**src/rtl/lea_pkg.sv**
```systemverilog
// Shared constants, state encoding and word helpers for the LEA-128 decryption key schedule.
package lea_pkg;
    localparam int NR = 24;
    localparam int RW = 5;
    localparam logic [RW-1:0] LAST_RND = RW'(NR - 1);

    localparam logic [31:0] DELTA [4] = '{32'hc3efe9db, 32'h44626b02, 32'h79e27c8a, 32'h78df30ec};
    localparam logic [4:0]  ROT   [4] = '{5'd1, 5'd3, 5'd6, 5'd11};

    typedef enum logic [1:0] {IDLE, FWD, EMIT} state_t;

    function automatic logic [31:0] rol32(input logic [31:0] x, input logic [4:0] n);
        logic [63:0] w;
        w = {x, x} << n;
        return w[63:32];
    endfunction

    function automatic logic [31:0] ror32(input logic [31:0] x, input logic [4:0] n);
        return rol32(x, 5'd0 - n);
    endfunction

    // Round-key word order expected by the round datapath: {T0,T1,T2,T1,T3,T1}.
    function automatic logic [191:0] pack_rk(input logic [127:0] t);
        return {t[127:96], t[95:64], t[63:32], t[95:64], t[31:0], t[95:64]};
    endfunction
endpackage

```
**src/rtl/lea_dec_keysched_step.sv**
```systemverilog
// One LEA-128 key-schedule step on the 4-word state, forward or inverse (combinational).
module lea_ks_step
    import lea_pkg::*;
(
    input  logic [127:0] t_in,
    input  logic [4:0]   rnd,
    input  logic         dir,
    output logic [127:0] t_out
);
    logic [31:0] d;
    assign d = DELTA[rnd[1:0]];

    // Word k uses ROL(d, i+k); i+k never exceeds 26, so no wrap of the 5-bit sum.
    for (genvar k = 0; k < 4; k++) begin : g_word
        logic [31:0] w;
        logic [31:0] c;
        assign w = t_in[127-32*k -: 32];
        assign c = rol32(d, rnd + 5'(k));
        assign t_out[127-32*k -: 32] = dir ? (ror32(w, ROT[k]) - c) : rol32(w + c, ROT[k]);
    end
endmodule

```
**src/rtl/lea_dec_keysched.sv**
```systemverilog
// LEA-128 decryption round-key generator: runs the schedule forward 24 steps, then emits
// round keys 23..0 by stepping the state backwards, one per rk handshake.
module lea_dec_keysched
    import lea_pkg::*;
(
    input  logic          clk,
    input  logic          rst,
    input  logic          key_valid,
    output logic          key_ready,
    input  logic [127:0]  key,
    output logic          rk_valid,
    input  logic          rk_ready,
    output logic [191:0]  rk,
    output logic [RW-1:0] rk_round,
    output logic          rk_last,
    output logic          busy
);
    state_t          state_q, state_d;
    logic [127:0]    t_q, t_d;
    logic [RW-1:0]   cnt_q, cnt_d;
    logic [191:0]    rk_q, rk_d;
    logic            rk_last_q, rk_last_d;
    logic [127:0]    t_step;
    logic            step_dir;

    assign step_dir = (state_q == EMIT);

    lea_ks_step u_step (
        .t_in  (t_q),
        .rnd   (cnt_q),
        .dir   (step_dir),
        .t_out (t_step)
    );

    always_ff @(posedge clk or posedge rst) begin
        if (rst) begin
            state_q   <= IDLE;
            t_q       <= '0;
            cnt_q     <= '0;
            rk_q      <= '0;
            rk_last_q <= 1'b0;
        end else begin
            state_q   <= state_d;
            t_q       <= t_d;
            cnt_q     <= cnt_d;
            rk_q      <= rk_d;
            rk_last_q <= rk_last_d;
        end
    end

    always_comb begin
        state_d   = state_q;
        t_d       = t_q;
        cnt_d     = cnt_q;
        rk_d      = rk_q;
        rk_last_d = rk_last_q;
        unique case (state_q)
            IDLE: begin
                if (key_valid) begin
                    t_d     = key;
                    cnt_d   = '0;
                    state_d = FWD;
                end
            end
            FWD: begin
                t_d = t_step;
                // The last forward step also preloads the first key so rk_valid and rk rise together.
                if (cnt_q == LAST_RND) begin
                    state_d   = EMIT;
                    rk_d      = pack_rk(t_step);
                    rk_last_d = 1'b0;
                end else begin
                    cnt_d = cnt_q + 1'b1;
                end
            end
            EMIT: begin
                if (rk_ready) begin
                    if (cnt_q == '0) begin
                        state_d   = IDLE;
                        rk_last_d = 1'b0;
                    end else begin
                        t_d       = t_step;
                        cnt_d     = cnt_q - 1'b1;
                        rk_d      = pack_rk(t_step);
                        rk_last_d = (cnt_q == RW'(1));
                    end
                end
            end
            default: state_d = IDLE;
        endcase
    end

    assign key_ready = (state_q == IDLE);
    assign rk_valid  = (state_q == EMIT);
    assign busy      = (state_q != IDLE);
    assign rk        = rk_q;
    assign rk_round  = cnt_q;
    assign rk_last   = rk_last_q;
endmodule

```
**config.mk**
```make
export PLATFORM = sky130hd
export DESIGN_NAME = lea_dec_keysched
export DESIGN_NICKNAME = d
export VERILOG_FILES = /design/src/rtl/lea_pkg.sv /design/src/rtl/lea_dec_keysched_step.sv /design/src/rtl/lea_dec_keysched.sv
export SDC_FILE = /design/constraint.sdc
export NUM_CORES = 1
export LEC_CHECK = 0
export CAP_MARGIN = 20
export CORE_ASPECT_RATIO = 1.2
export CORE_MARGIN = 2
export CORE_UTILIZATION = 54
export CTS_BUF_LIST = sky130_fd_sc_hd__clkbuf_2 sky130_fd_sc_hd__clkbuf_4 sky130_fd_sc_hd__clkbuf_8
export CTS_CLUSTER_DIAMETER = 150
export DETAILED_ROUTE_END_ITERATION = 7
export GPL_ROUTABILITY_DRIVEN = 1
export PLACE_DENSITY = 0.91
export SLEW_MARGIN = 20
export SYNTH_ARGS = -nofsm -noshare
export SYNTH_HDL_FRONTEND = slang
export SYNTH_SLANG_ARGS = --single-unit
```
**constraint.sdc**
```tcl
create_clock -name clk -period 9.05 [get_ports clk]
set_clock_uncertainty 0.15 [all_clocks]
set_input_delay 2.2625 -clock clk [delete_from_list [all_inputs] [get_ports clk]]
set_output_delay 2.2625 -clock clk [all_outputs]
set_load 0.01 [all_outputs]
```
After elaboration in Yosys (flattened, before gate mapping)
Index checks and enable logic that the tools add are counted.

word-level totals
  flip-flop bits (word level) = 328
  logic and storage cells = 72

cells by class
  add/sub/neg operators = 12
  magnitude comparators = 1
  equality and inequality tests = 10
  shift operators = 4
  muxes and demuxes = 29
  bitwise gates (word level) = 1
  reduce and logical (&&, ||, !) cells = 10

operators by type and width
  cell                                                                number
  192-bit 2-to-1 mux                                                  3
  128-bit 2-to-1 mux                                                  3
  128-bit one-hot mux with 3 select lines                             1
  192-bit one-hot mux with 2 select lines                             1
  64-bit by 5-bit << shifter with 64-bit output                       4
  32-bit 2-to-1 mux                                                   6
  32-bit adder                                                        4
  32-bit subtractor                                                   4
  32-bit binary-select mux with 2-bit select                          1
  5-bit 2-to-1 mux                                                    4
  5-bit one-hot mux with 3 select lines                               1
  2-bit != test, second input constant                                6
  4-bit AND reduction                                                 3
  5-bit by 2-bit adder with 5-bit output, second input constant       2
  2-bit 2-to-1 mux                                                    4
  2-bit one-hot mux with 3 select lines                               1
  5-bit by 1-bit adder with 5-bit output, second input constant       1
  5-bit by 1-bit == test with 1-bit output, second input constant     1
  5-bit == test, second input constant                                1
  5-bit logical NOT                                                   1
  5-bit AND reduction                                                 1
  5-bit by 1-bit subtractor with 5-bit output, second input constant  1
  2-bit nonzero test                                                  2
  3-bit greater-or-equal comparator, second input constant            1
  other kinds (8)                                                     10

Logic depth before layout (Yosys ltp)
Gate-level depths: netlist of run 1.

  depth in word-level cells = 10
  mapped depth = 27
  mapped depth without buffers = 22

Hierarchy
A second synthesis of run 1 with hierarchy kept.

second synthesis, totals
  cell total of the unflattened synthesis = 3853
  area, all modules = 30511.8 µm²

modules (own cells, without submodules)
  module            instances  cells each  area an instance (µm²)  sequential area each (µm²)
  lea_ks_step       1          2851        18203.7                 0.0
  lea_dec_keysched  1          1002        12308.1                 6606.3

Worst setup path after synthesis of run 1
OpenSTA, ideal clock, no wires.

  path type = flip-flop to flip-flop
  from = reg cnt_q[1], in the netlist rk_round[1]
  to = reg t_q[24]
  arrival = 5.326 ns
  data required time = 8.777 ns
  slack = 3.451 ns
  cell stages (with the launch flop) = 24
  period minus slack after synthesis = 5.599 ns
  cells stage by stage = dfrtp_1 -> inv_1 -> buf_1 -> ha_1 -> clkbuf_1 -> nor2b_1 -> or2_0 -> clkbuf_1 -> clkbuf_1 -> o21ai_0 -> o21ai_0 -> ha_1 -> inv_1 -> fa_1 -> a211oi_1 -> o21bai_1 -> o21ai_1 -> nand2_1 -> a221o_1 -> a211oi_1 -> a21boi_1 -> mux2i_1 -> nor3_1 -> nor3_1

on the way
  word-level cells in the longest chain between the ends = 10
  elaborated cells between the ends (all ways) = 15
  classes of those cells = add/sub: 3; eq/ne: 1; shift: 1; mux: 7; bitwise: 1; reduce/logical: 2

RTL lines
  element                                                line                    source
  from (decl)                                            lea_dec_keysched.sv:20  logic [RW-1:0] cnt_q, cnt_d;
  from (signal assigned)                                 lea_dec_keysched.sv:45  cnt_q <= cnt_d;
  branches (longest 10 deep; another with 32-bit adder)  n/a
  to (signal assigned)                                   lea_dec_keysched.sv:44  t_q <= t_d;
  to (decl)                                              lea_dec_keysched.sv:19  logic [127:0] t_q, t_d;

Parallel ways; which one is timed is not known. The select of a mux whose other input is x is not followed.
A chain may end at the register's enable or synchronous reset.

Worst setup path after layout of run 1
  from = reg cnt_q[0], in the netlist rk_round[0]
  to = reg t_q[20]

Same word-level chain as after synthesis.

==> flow_summary.ini, run 1 <==
[timing]
finalHoldViolations = 0
finalCritPeriodShare_pct = 77.8
drv_slew = 0
tightest_slew_ns = 1.11
setup-violations-final = 0
max_freq_ghz = 0.142
rsz0062_at_grt = false
post-route-min-period_ns = 7.04
max-slew-margin-rel_pct = 26.2
fin_setup_tns_ns = 0

[setup_path]
end_kind = flip-flop
cp_cell_sequence = inv_2, ha_1, nor2b_1, or2_0, buf_4, nand2_1, and3_1, a21oi_1, nand2_1, o21ai_0, ha_1, inv_1, fa_1, a211oi_1, o21bai_1, o21ai_1, nand2_1, a221o_1, a211oi_1, xnor2_1, a21oi_1, a21oi_1, a21o_1
cpPeakStageDelay_ns = 0.98
worstPathMaxFanout = 30
worst_path_max_delay_cell = dfrtp_1
r2r-start = rk_round[0]
crit_arrival_ns = 7.42
critPathKind = flip-flop to flip-flop
cp-start-kind = flip-flop
startpoint = rk_round[0]
cp.required_ns = 9.43

[routing]
drtIter0Drc = 3332
postRouteAntennaNets = 0
totalWireLength_um = 105000
viasPerCell = 6.36
via_count = 32100
wire_per_inst_um = 20.8
drc = 0
dr.pass1.iters = 6

[finish]
fillers = 5035
final_nets = 4697
multiInputGateArea_mm2 = 0.0217
area_delta_synth_final_pct = 14.4
final_layout_size_suffix_gt1_share_pct = 4.60
seq_area_mm2 = 0.00661

[die]
start_util_pct = 54.4
die_h_um = 264
ioPinCount = 333
die_area_mm2 = 0.0582
fp.coreArea_mm2 = 0.0559
rows = 95
dieWidth_um = 221

[grt]
track_usage_pct = 35.1
grt_pass1_vias = 30000
antenna_found_initial = 4
grt_pass1_wl_um = 163000
grt_max_degree = 164
grt_overflow = 0

[logic_synthesis]
yosysWarnings = 0
yosys-top-cells-area = dfrtp_1 22%, ha_1 11%, a21oi_1 7.1%, nand2_1 7.0%, o21ai_0 6.4%
synth-seq-cells = 264
synth_top_area_share_pct = 21.7
synth_area_mm2 = 0.0304
synth_cell_types = 92
yosys.area.top_type = dfrtp_1
yosysMostFrequentCell = nand2_1
ys_seq_area_share_pct = 21.7
avgSynthCellArea_um2 = 7.27
synth_fp_nets = 4595
synth_edf_count = 0
synth_common_cells = 566 x nand2_1, 434 x a21oi_1, 388 x o21ai_0
synthFlopType = dfrtp_1
async_flop_share_pct = 100
postSynthCellCount = 4183

[clock_tree]
cts_resized = 0
cts_buffers = 46
cts.sinks = 264
root_buffer = clkbuf_8
post-cts-setup-buffers = 0
cts_hold_buffers = 0
cts_tree = done
clk_path_buf_depth = 3
clkTransAtPathRegs_ns = 0.07
clk_latency_ns = 0.68
cts_max_level = 2

[placement]
dp_hpwl_um = 78300
gp_congestion = 1.02
port_buffers = 332

[outcome]
outcome = finished, final reports clean

[flow_run]
cap_violations = 0

[min_path]
hold_path_class = flip-flop to flip-flop
hp-start = rk[186]
[critical path: cells and delay by family, from the launching register on]
kind / cells / cell delay [ns]
buffers and inverters: 3 / 0.78
flip-flops: 1 / 0.98
AND/OR/NAND/NOR: 6 / 1.49
XOR/XNOR: 1 / 0.16
adder cells (fa/ha/maj): 3 / 1.05
AO/OA/AOI/OAI: 10 / 2.28
[cells by family after synthesis]
group                      after synthesis  share of synthesized area [%]
DFF                                    264                           21.7
adders and majority gates              283                           11.8
buffers and inverters                  522                           7.28
and+or+nand+nor                       1226                           17.7
AOI/OAI and AO/OA                     1544                           30.8
muxes                                  112                           3.96
xor gates and xnor gates               232                           6.71
[path summary, 6_finish.rpt]
kind / endpoint / slack [ns] / cells after the start
setup / recovery: t_q[20] / 2.01 / 23
hold / removal: rk[186] / 0.33 / 2
setup reg to reg: t_q[20] / 2.01 / 23
hold reg to reg: rk[186] / 0.33 / 2
max in group asynchronous: t_q[24] / 5.26 / 4
min in group asynchronous: rk[109] / 2.05 / 3
[layout by cell type (no fill, tap or decap), types with 16 or more instances in the layout]
cell,count
a211oi_1,66
a21o_1,159
a21oi_1,434
a31oi_1,81
and3_1,35
buf_4,37
clkbuf_8,58
clkdlybuf4s50_1,332
dfrtp_1,262
ha_1,270
inv_1,197
mux2_2,16
mux2i_1,90
nand2_1,566
nand2b_1,22
nand3_1,60
nand4_1,22
nor2_1,329
nor2b_1,27
nor3_1,46
nor3b_1,35
o211ai_1,26
o21a_1,63
o21ai_0,388
o21ai_1,111
o21bai_1,45
o22ai_1,19
o31ai_1,17
or3_1,23
xnor2_1,151
xor2_1,71
[registers in the layout (all words and copies together) (netlist names)]
| name | cells |
|---|---|
| state_q | 2 |
| rk_round | 5 |
| t_q | 128 |
| rk | 128 |
| rk_last | 1 |
[area by class of cell]
cell class | count | area share (%)
Multi-Input combinational cell | 3397 | 62.4
Sequential cell | 264 | 19.0
Timing Repair Buffer | 373 | 10.6
Tap cell | 727 | 2.61
Clock buffer | 65 | 2.44
Inverter | 203 | 2.20
Clock inverter | 21 | 0.737
Antenna cell | 2 | 0.0144
[layer usage]
layer / share of wire, % / routed length [µm] / global-route usage (%)
met2: 46 / 48200 / 56.8
met3: 8.6 / 9030 / 5.80
met5: 0.015 / 16 / 0
met1: 40 / 41600 / 44.7
met4: 5.8 / 6110 / 18.1
[per-stage QoR]
step	hold slack (ns)	instance area [µm²]	instances	util, %	worst slack (ns)
3_5_place_dp	0.319	33700	4964	60.3	2.28
4_1_cts	0.333	34800	5050	62.3	2.22
5_1_grt	0.351	34800	5051	62.3	1.56
6_report	0.332	34800	5052	62.3	2.01
2_1_floorplan	0.334	30400	4183	-	3.15
3_3_place_gp	0.309	33600	4963	60.2	2.38
Power of run 1 is left out: the tool's default activity adds up to more than one toggle a clock period on the data nets, which glitch-free logic cannot reach.
==> inputs of run 2 (changes only) <==
Settings changed: CORE_UTILIZATION 54 to 60, PLACE_DENSITY 0.91 to 0.95.
Clock period 9.05 ns to 6.7 ns, I/O delays scaled along.
==> run 2 against run 1 <==
Net effect: the run now ends with design-rule violations left; flip-flop and latch count unchanged; wire length down 3.8%; count of clock-buffer cells in the layout shrank 6; core utilization grew 6.9 points; global-route usage grew 2.3 points; non-clock buffer count is 10 higher.
==> flow_summary.ini, run 2 (synthesis results as in run 1) <==
[timing]
setup-violations-final = 0
max-slew-margin-rel_pct = 24.9
fin_setup_tns_ns = 0
max_freq_ghz = 0.159
post-route-min-period_ns = 6.27
finalCritPeriodShare_pct = 93.6
finalHoldViolations = 0
tightest_slew_ns = 1.13
rsz0062_at_grt = false
drv_slew = 0

[finish]
final_common_cell = nand2_1
area_delta_synth_final_pct = 14.3
final_layout_size_suffix_gt1_share_pct = 4.69
final_cell_mix = 566 x nand2_1, 434 x a21oi_1, 388 x o21ai_0
final_nets = 4705

[clock_tree]
cts_resized = 0
cts_buffers = 44
cts_tree = done
clkTransAtPathRegs_ns = 0.07
clk_path_buf_depth = 3
root_buffer = clkbuf_8
cts_max_level = 2
post-cts-setup-buffers = 0
clk_latency_ns = 0.67
cts_hold_buffers = 0
cts.sinks = 264

[routing]
wire_per_inst_um = 20.3
viasPerCell = 6.58
postRouteAntennaNets = 0
totalWireLength_um = 101000
via_count = 32700
drtIter0Drc = 3857
dr.pass1.iters = 8
drc = 11

[flow_run]
cap_violations = 0

[placement]
port_buffers = 332
gp_congestion = 1.12
dp_hpwl_um = 74200

[grt]
grt_pass1_wl_um = 160000
track_usage_pct = 37.3
grt_overflow = 0
antenna_found_initial = 2
grt_max_degree = 160
grt_pass1_vias = 30700

[die]
fp.coreArea_mm2 = 0.0502
ioPinCount = 333
die_h_um = 251
rows = 90
dieWidth_um = 210
die_area_mm2 = 0.0525
start_util_pct = 60.5

[setup_path]
worstPathMaxFanout = 28
crit_arrival_ns = 6.67
end_kind = flip-flop
cp.required_ns = 7.10
critPathKind = flip-flop to flip-flop
cp-start-kind = flip-flop

[min_path]
hold_path_class = flip-flop to flip-flop

[outcome]
violations = design-rule violations
outcome = complete, but fails checks
==> run 2: changes by cell type in the layout (fill, tap and decap cells not counted) <==
cell       change
clkbuf_4       -2
clkbuf_8       -4
clkinv_4       -3
xnor2_2        +1
diode_2        -1
or2_1          +1
bufinv_16      +3
xnor2_1        -1
xor2_2         -1
xor2_1         +1
or2_0          -1
buf_4         +10
==> run 2: layout make-up <==
type | instances | area (µm²)
fillers | 3931 | 15500
well taps | 644 | 806
clock inverters | 21 | 320
repair buffers | 383 | 3760
inverters | 203 | 766
flip-flops and latches | 264 | 6610
clock buffers | 59 | 781
multi-input cells | 3397 | 21700
diodes | 1 | 2.50
==> run 2: routing by layer <==
metal  part of all wire, %  up-vias  global-route usage (%)
li1                      -    15100                       -
met1                    37    15000                    45.5
met2                    44     2167                    59.9
met3                    11      550                    8.09
met5                 0.013        -                       0
met4                   7.3        2                    23.7
==> run 2: final timing paths <==
path / startpoint / end / slack, ns / cells past startpoint
max: rk_round[1] / t_q[20] / 0.43 / 23
min: rk[113] / rk[113] / 0.33 / 2
max reg2reg: rk_round[1] / t_q[20] / 0.43 / 23
min reg2reg: rk[113] / rk[113] / 0.33 / 2
max in group asynchronous: rst / rk[158] / 4.11 / 3
min in group asynchronous: rst / rk[109] / 1.38 / 3
==> run 2: per-stage QoR <==
stage / utilization (%) / area, µm² / hold WS (ns) / instances / worst slack (ns)
4_1_cts: 69.1 / 34700 / 0.334 / 4970 / 0.613
6_report: 69.2 / 34800 / 0.327 / 4972 / 0.428
2_1_floorplan: - / 30400 / 0.334 / 4183 / 1.10
5_1_grt: 69.2 / 34800 / 0.363 / 4972 / 0.183
3_3_place_gp: 66.9 / 33600 / 0.312 / 4890 / 0.896
3_5_place_dp: 66.9 / 33600 / 0.312 / 4890 / 0.684
==> run 2: critical path, stage by stage, from the launching register on <==
cell	delay, ns
dfrtp_1	0.36
buf_4	0.31
inv_1	0.10
buf_4	0.24
ha_1	0.22
a21oi_1	0.35
xnor2_2	0.26
buf_4	0.27
o21bai_1	0.17
o21ai_0	0.12
o21ai_0	0.35
ha_1	0.25
inv_1	0.06
fa_1	0.45
a211oi_1	0.34
o21bai_1	0.20
o21ai_1	0.30
nand2_1	0.16
a221o_1	0.36
a211oi_1	0.39
xnor2_1	0.13
a21oi_1	0.29
a21oi_1	0.11
a21o_1	0.19
Power of run 2 is left out for the same reason.
